==> config.mk <==
export PLATFORM = sky130hd
export DESIGN_NAME = servo_frame_tx
export DESIGN_NICKNAME = d
export VERILOG_FILES = /design/src/rtl/servo_pkg.sv /design/src/rtl/servo_tx_baud.sv /design/src/rtl/servo_frame_tx.sv
export SDC_FILE = /design/constraint.sdc
export NUM_CORES = 1
export LEC_CHECK = 0
export BUFFER_PORTS_ARGS = -buffer_cell sky130_fd_sc_hd__clkbuf_2
export CORE_MARGIN = 2
export CORE_UTILIZATION = 35
export CTS_CLUSTER_DIAMETER = 40
export DETAILED_ROUTE_END_ITERATION = 8
export PLACE_DENSITY_LB_ADDON = 0.05
export SLEW_MARGIN = 20
export SYNTH_ARGS = -nofsm -noshare
export SYNTH_HDL_FRONTEND = slang
export SYNTH_SLANG_ARGS = --single-unit
export TNS_END_PERCENT = 30
==> constraint.sdc <==
create_clock -name mclk -period 3.8 [get_ports mclk]
set_clock_uncertainty 0.2 [all_clocks]
set_input_delay 0.76 -clock mclk [delete_from_list [all_inputs] [get_ports mclk]]
set_output_delay 0.76 -clock mclk [all_outputs]
set_load 0.05 [all_outputs]
==> src/rtl/servo_pkg.sv <==
// Shared definitions for the servo status-word transmitter.
package servo_pkg;

  // Status word layout
  localparam int unsigned WORD_W     = 16;
  localparam int unsigned HDR_MSB    = 15;
  localparam int unsigned HDR_LSB    = 14;
  localparam int unsigned NIB_HI_MSB = 11;
  localparam int unsigned NIB_HI_LSB = 8;
  localparam int unsigned NIB_LO_MSB = 5;
  localparam int unsigned NIB_LO_LSB = 2;
  localparam int unsigned DIR_BIT    = 1;
  localparam int unsigned FRZ_BIT    = 0;

  localparam logic [1:0]  HDR_OK     = 2'b01;

  // Width of the saturating event counters and the refresh counter
  localparam int unsigned CNT_W      = 8;

  typedef enum logic [1:0] {
    ST_IDLE,
    ST_SETUP,
    ST_SHIFT,
    ST_HOLD
  } tx_state_e;

  function automatic logic hdr_ok(input logic [WORD_W-1:0] w);
    return w[HDR_MSB:HDR_LSB] == HDR_OK;
  endfunction

  function automatic logic [CNT_W-1:0] sat_inc(input logic [CNT_W-1:0] c);
    return (c == {CNT_W{1'b1}}) ? c : c + 1'b1;
  endfunction

endpackage

==> src/rtl/servo_tx_baud.sv <==
// Half-period strobe generator for the serial clock; counts only while enabled.
module servo_tx_baud
  import servo_pkg::*;
#(
  parameter int unsigned CLK_DIV = 4
) (
  input  logic mclk,
  input  logic rst_n,
  input  logic en,
  output logic half_stb
);

  logic [CNT_W-1:0] cnt;

  assign half_stb = en && (cnt == CNT_W'(CLK_DIV - 1));

  // Free-run while enabled, parked at zero otherwise so every frame starts aligned
  always_ff @(posedge mclk or negedge rst_n) begin
    if (!rst_n)        cnt <= '0;
    else if (!en)      cnt <= '0;
    else if (half_stb) cnt <= '0;
    else               cnt <= cnt + 1'b1;
  end

endmodule

==> src/rtl/servo_frame_tx.sv <==
// Frame-rate sampler and MSB-first mode-0 serializer for the servo status word.
module servo_frame_tx
  import servo_pkg::*;
#(
  parameter int unsigned CLK_DIV = 4,
  parameter int unsigned REFRESH = 50
) (
  input  logic              mclk,
  input  logic              rst_n,
  input  logic [WORD_W-1:0] data_in,
  input  logic              frame_tick,
  output logic              sclk,
  output logic              sdo,
  output logic              cs_n,
  output logic              busy,
  output logic              tx_done,
  output logic [CNT_W-1:0]  err_cnt,
  output logic [CNT_W-1:0]  drop_cnt
);

  tx_state_e         state, state_nxt;
  logic [WORD_W-1:0] shreg, last_word;
  logic [CNT_W-1:0]  ref_cnt;
  logic [3:0]        bit_cnt;
  logic              sent;
  logic              stb;
  logic              tick_idle, good_hdr, want_send, send;
  logic              shift_fall, done;

  servo_tx_baud #(.CLK_DIV(CLK_DIV)) u_baud (
    .mclk     (mclk),
    .rst_n    (rst_n),
    .en       (state != ST_IDLE),
    .half_stb (stb)
  );

  assign sdo = shreg[WORD_W-1];

  // busy stays high through the tx_done cycle, so a tick there is a drop
  assign tick_idle = frame_tick && !busy;
  assign good_hdr  = hdr_ok(data_in);
  assign want_send = !sent || (data_in != last_word) || (ref_cnt == CNT_W'(REFRESH - 1));
  assign send      = tick_idle && good_hdr && want_send;

  // State register
  always_ff @(posedge mclk or negedge rst_n) begin
    if (!rst_n) state <= ST_IDLE;
    else        state <= state_nxt;
  end

  // Next state plus the strobes that step the datapath.
  // Bit 15 sits on sdo through SETUP and the first low phase before the first rise.
  always_comb begin
    state_nxt  = state;
    shift_fall = 1'b0;
    done       = 1'b0;
    case (state)
      ST_IDLE:  if (send) state_nxt = ST_SETUP;
      ST_SETUP: if (stb)  state_nxt = ST_SHIFT;
      ST_SHIFT: begin
        if (stb && sclk) begin
          if (bit_cnt == 4'd0) state_nxt  = ST_HOLD;
          else                 shift_fall = 1'b1;
        end
      end
      ST_HOLD: begin
        if (stb) begin
          state_nxt = ST_IDLE;
          done      = 1'b1;
        end
      end
      default: state_nxt = ST_IDLE;
    endcase
  end

  // Link pins and frame handshake
  always_ff @(posedge mclk or negedge rst_n) begin
    if (!rst_n) begin
      sclk    <= 1'b0;
      cs_n    <= 1'b1;
      busy    <= 1'b0;
      tx_done <= 1'b0;
    end else begin
      tx_done <= done;
      if (send)         busy <= 1'b1;
      else if (tx_done) busy <= 1'b0;
      if (send)         cs_n <= 1'b0;
      else if (done)    cs_n <= 1'b1;
      if (state == ST_SHIFT && stb) sclk <= ~sclk;
    end
  end

  // Shift register and bit counter; advance only on falling sclk
  always_ff @(posedge mclk or negedge rst_n) begin
    if (!rst_n) begin
      shreg   <= '0;
      bit_cnt <= '0;
    end else if (send) begin
      shreg   <= data_in;
      bit_cnt <= 4'd15;
    end else if (shift_fall) begin
      shreg   <= {shreg[WORD_W-2:0], 1'b0};
      bit_cnt <= bit_cnt - 1'b1;
    end
  end

  // Change suppression: remember the last word sent and ticks since then
  always_ff @(posedge mclk or negedge rst_n) begin
    if (!rst_n) begin
      last_word <= '0;
      ref_cnt   <= '0;
      sent      <= 1'b0;
    end else if (tick_idle && good_hdr) begin
      if (want_send) begin
        last_word <= data_in;
        ref_cnt   <= '0;
        sent      <= 1'b1;
      end else begin
        ref_cnt   <= ref_cnt + 1'b1;
      end
    end
  end

  // Saturating error and overrun counters
  always_ff @(posedge mclk or negedge rst_n) begin
    if (!rst_n) begin
      err_cnt  <= '0;
      drop_cnt <= '0;
    end else begin
      if (tick_idle && !good_hdr) err_cnt  <= sat_inc(err_cnt);
      if (frame_tick && busy)     drop_cnt <= sat_inc(drop_cnt);
    end
  end

endmodule
==> metrics.log <==
[metrics] setup repair after global routing missed its margin: false
[metrics] clock tree from TritonCTS: yes
[metrics] aggregate routed wire length: 7563 um
[metrics] number of distinct library cells after synthesis: 51
[metrics] final critical delay including setup and external delays: 2867 ps
[metrics] Post-Route Setup TNS: 0 ps
[metrics] ANT nets after route: 0
[metrics] highest cell delay on the worst timing path: 580 ps
[metrics] Setup CP Type: reg2reg
[metrics] cell at the root of the clock tree: sky130_fd_sc_hd__clkbuf_8
[metrics] drt drc: 0
[metrics] number of global-route vias before repair: 2506
[metrics] vias after detailed routing: 2393
[metrics] total number of nets in the final design: 388
[metrics] worst-case register-to-register setup slack: 930 ps
[metrics] I/O Pins: 40
[metrics] DR pass1 iterations: 4
[metrics] Die W: 107.6 um
[metrics] maximum number of pins on one net before global-route repair: 76
[metrics] deepest level of the CTS H-tree: 3
[metrics] worst reg2reg path endpoint: shreg[7]$_DFFE_PN0P_
[metrics] WP buf/inv: 2
[metrics] post-synth net total: 342
[metrics] synth top area cells: sky130_fd_sc_hd__dfrtp_1 49%, sky130_fd_sc_hd__mux2_1 5.7%, sky130_fd_sc_hd__xor2_1 4.9%
[metrics] ratio of cells with drive above 1 in the final layout: 25.00%
[metrics] crit path from: state[0]$_DFFE_PN0P_
[metrics] hold-fix buffers at CTS: 0
[metrics] Clock Latency Late Sink: 340 ps
[metrics] number of buffers on the longest clock path: 2
[metrics] critical path's slowest cell: sky130_fd_sc_hd__or4_4
[metrics] cts bufs inserted: 9
[metrics] First DRT Iteration DRCs: 82
[metrics] CP top delay family: simple AND/OR/NAND/NOR gates
[metrics] termination of the worst setup path: shreg[7]$_DFFE_PN0P_
[metrics] Via density: 4.786
[metrics] endpoint kind of the worst setup timing path: flip-flop
[metrics] growth of design area from synthesis to finish: 12.97%
[metrics] number of maximum-capacitance constraint violations: 0
[metrics] required time of the critical path: 3820 ps
[metrics] sequence of cells on the critical path: inv_1 > ha_1 > or4_4 > nor4_4 > buf_4 > mux2_1 > mux2_1
[metrics] global-route wire length before repair: 12790 um
[metrics] # port buffers: 39
[metrics] antenna diode instance count: 0
[metrics] worst min path class: reg2reg
[metrics] worst-path fanout max: 21
[metrics] Synth warnings: 0
[metrics] minimum setup slack after placement: 826.3 ps
[metrics] sink count of the clock tree: 75
[metrics] hold slack final: 277.5 ps
[metrics] area inside the core boundary: 10370 um^2
[metrics] post-route core utilization: 40.89%
[metrics] cell leakage power: 2.064 nW
[metrics] global router's overall resource usage: 14.27%
[metrics] number of cells upsized or downsized after cts: 0
[metrics] Detailed Place HPWL: 5103 um
[metrics] clock edge transition at the registers on the reported setup and hold paths: 70 ps
[metrics] outcome: completed
[metrics] worst voltage drop across the vdd grid: 0.0002799 V
[metrics] total chip power: 0.001702 W
[metrics] count of endpoints failing setup in the final report: 0
[metrics] timing-limited maximum frequency: 348.8 MHz
[metrics] number of standard cells after synthesis: 313
[metrics] slew of the pin with the lowest slew margin: 969.8 ps
[metrics] power density over the cells: 401.5 nW/um^2
[metrics] total number of cells along the worst setup path: 7
[metrics] crit path setup slack, layout: 933.1 ps
[metrics] Final Slew Violations: 0
[metrics] arrival time at the worst endpoint: 2890 ps
[metrics] standard-cell row count: 37
[metrics] average wire per cell in the routed design: 15.13 um
[metrics] Worst Reg-to-Reg Cells: 7
[metrics] Worst Setup Start Kind: flip-flop
[metrics] share of the synthesized area in the top cell type: 49.33%
[metrics] Syn Area/Cell: 11.99 um^2
[metrics] top cell type by total area after synthesis: sky130_fd_sc_hd__dfrtp_1
[metrics] Mapped Area: 3754 um^2
[metrics] routability congestion estimate from global placement: 0.7034
[metrics] Critical R2R Launch: state[0]$_DFFE_PN0P_
[metrics] portion of the clock cycle consumed by the worst path in the final layout: 75.44%
[metrics] buffers inserted during post-CTS setup optimization: 0
[metrics] CP dominant cell by count: sky130_fd_sc_hd__mux2_1
[metrics] vertical die dimension: 107.6 um
[metrics] Seq/Total Area, Yosys: 50.03%
[metrics] hold_sp: sent$_DFFE_PN0P_
[metrics] number of filler instances in the final layout: 1039
[metrics] final count of hold timing violations: 0
[metrics] WHS Path Cells: 1
[metrics] full die area: 11570 um^2
[metrics] Synth Register Bits: 75
[metrics] Max transition margin: 35.35%
[metrics] antenna violations before repair: 0
[metrics] gr ovfl total: 0
[metrics] Initial Util: 36.20%
==> cells by family (layout without fill, tap and decap cells) <==
| kind of cell | after synthesis | count (layout) | share of synthesized area [%] |
|---|---|---|---|
| buffers and inverters | 19 | 70 | 2.933 |
| XOR/XNOR | 39 | 39 | 9.100 |
| AND/OR/NAND/NOR | 102 | 102 | 15.20 |
| flip-flops | 75 | 75 | 50.03 |
| multiplexers | 44 | 44 | 14.30 |
| adder cells (fa/ha/maj) | 10 | 10 | 3.333 |
| AO/OA/AOI/OAI | 24 | 24 | 5.100 |
==> per-layer routing <==
| layer | part of all wire [%] | wire length [um] | GRT usage (%) | vias up |
|---|---|---|---|---|
| met4 | 1.2 | 89 | 3.846 | 0 |
| met2 | 47 | 3549 | 22.01 | 30 |
| met3 | 2.9 | 223 | 4.056 | 8 |
| li1 | - | - | - | 1182 |
| met1 | 49 | 3701 | 19.68 | 1173 |
| met5 | 0 | 0 | 0 | - |
==> registers in the layout, summed over array words and instances, names as in the netlist <==
name	count
sclk	1
sent	1
tx_done	1
ref_cnt	8
cs_n	1
busy	1
shreg	16
last_word	16
drop_cnt	8
err_cnt	8
bit_cnt	4
u_baud.cnt	8
state	2
==> cell usage after synthesis (all sizes together) <==
cell type	count
a211oi	1
dfrtp	74
nor3	6
o41ai	1
nor2b	6
and4	2
mux2i	3
a32oi	1
a31oi	3
a2bb2oi	1
xnor2	18
o2bb2ai	2
buf	7
o31ai	4
o22ai	1
nand3	7
a21oi	2
nand2	28
nand4bb	1
nor2	21
clkbuf	2
ha	10
or4b	2
xor2	21
a22o	4
or3	1
and2	2
o211a	1
o21ai	2
and3	7
o211ai	1
mux2	41
dfstp	1
or4	1
or2	1
nor3b	1
nand2b	4
inv	10
nand4	8
nor4	4
==> worst reg2reg max path: cells and delay by family, from the launching register on <==
family | cells | cell delay (ps)
fa+ha+maj | 1 | 250
buf+inv | 2 | 420
simple gates | 2 | 830
mux | 2 | 650
flops | 1 | 400
==> where the power goes <==
| part | internal, W | switching [W] | leakage [nW] |
|---|---|---|---|
| logic | 0.0000844 | 0.000204 | 1.01 |
| registers | 0.000844 | 0.0000572 | 0.973 |
| clock network | 0.000235 | 0.000277 | 0.0812 |
==> placed cells by master (no fill, tap or decap), drive strengths merged, types with 8 or more instances in the layout <==
cell / count
clkbuf: 51
dfrtp: 74
ha: 10
inv: 10
mux2: 41
nand2: 28
nand4: 8
nor2: 21
xnor2: 18
xor2: 21
==> worst min-delay path by stage <==
stage | endpoint | slack, ps
6_report | sent$_DFFE_PN0P_ | 280
5_1_grt | busy$_DFFE_PN0P_ | 310
4_1_cts | sent$_DFFE_PN0P_ | 280
3_5_place_dp | sent$_DFFE_PN0P_ | 260
3_3_place_gp | sent$_DFFE_PN0P_ | 270
2_1_floorplan | sent$_DFFE_PN0P_ | 230
==> per-stage QoR <==
step / instance area, um^2 / std cells
final: 4240 / 500
after floorplan: 3754 / 313
after global placement: 4086 / 484
after global routing: 4240 / 500
after detailed placement: 4086 / 484
after CTS: 4240 / 500
==> final cells by class <==
| class | instances | area [um^2] | share of cell area, % |
|---|---|---|---|
| inverter | 10 | 37.54 | 0.8852 |
| clock inverter | 3 | 15.01 | 0.3541 |
| timing repair buffer | 44 | 235.2 | 5.547 |
| tap | 136 | 170.2 | 4.013 |
| clock buffer | 13 | 138.9 | 3.275 |
| multi-input combinational | 219 | 1765 | 41.63 |
| sequential | 75 | 1878 | 44.29 |
Note: power is estimated with default switching activity, not from simulation.
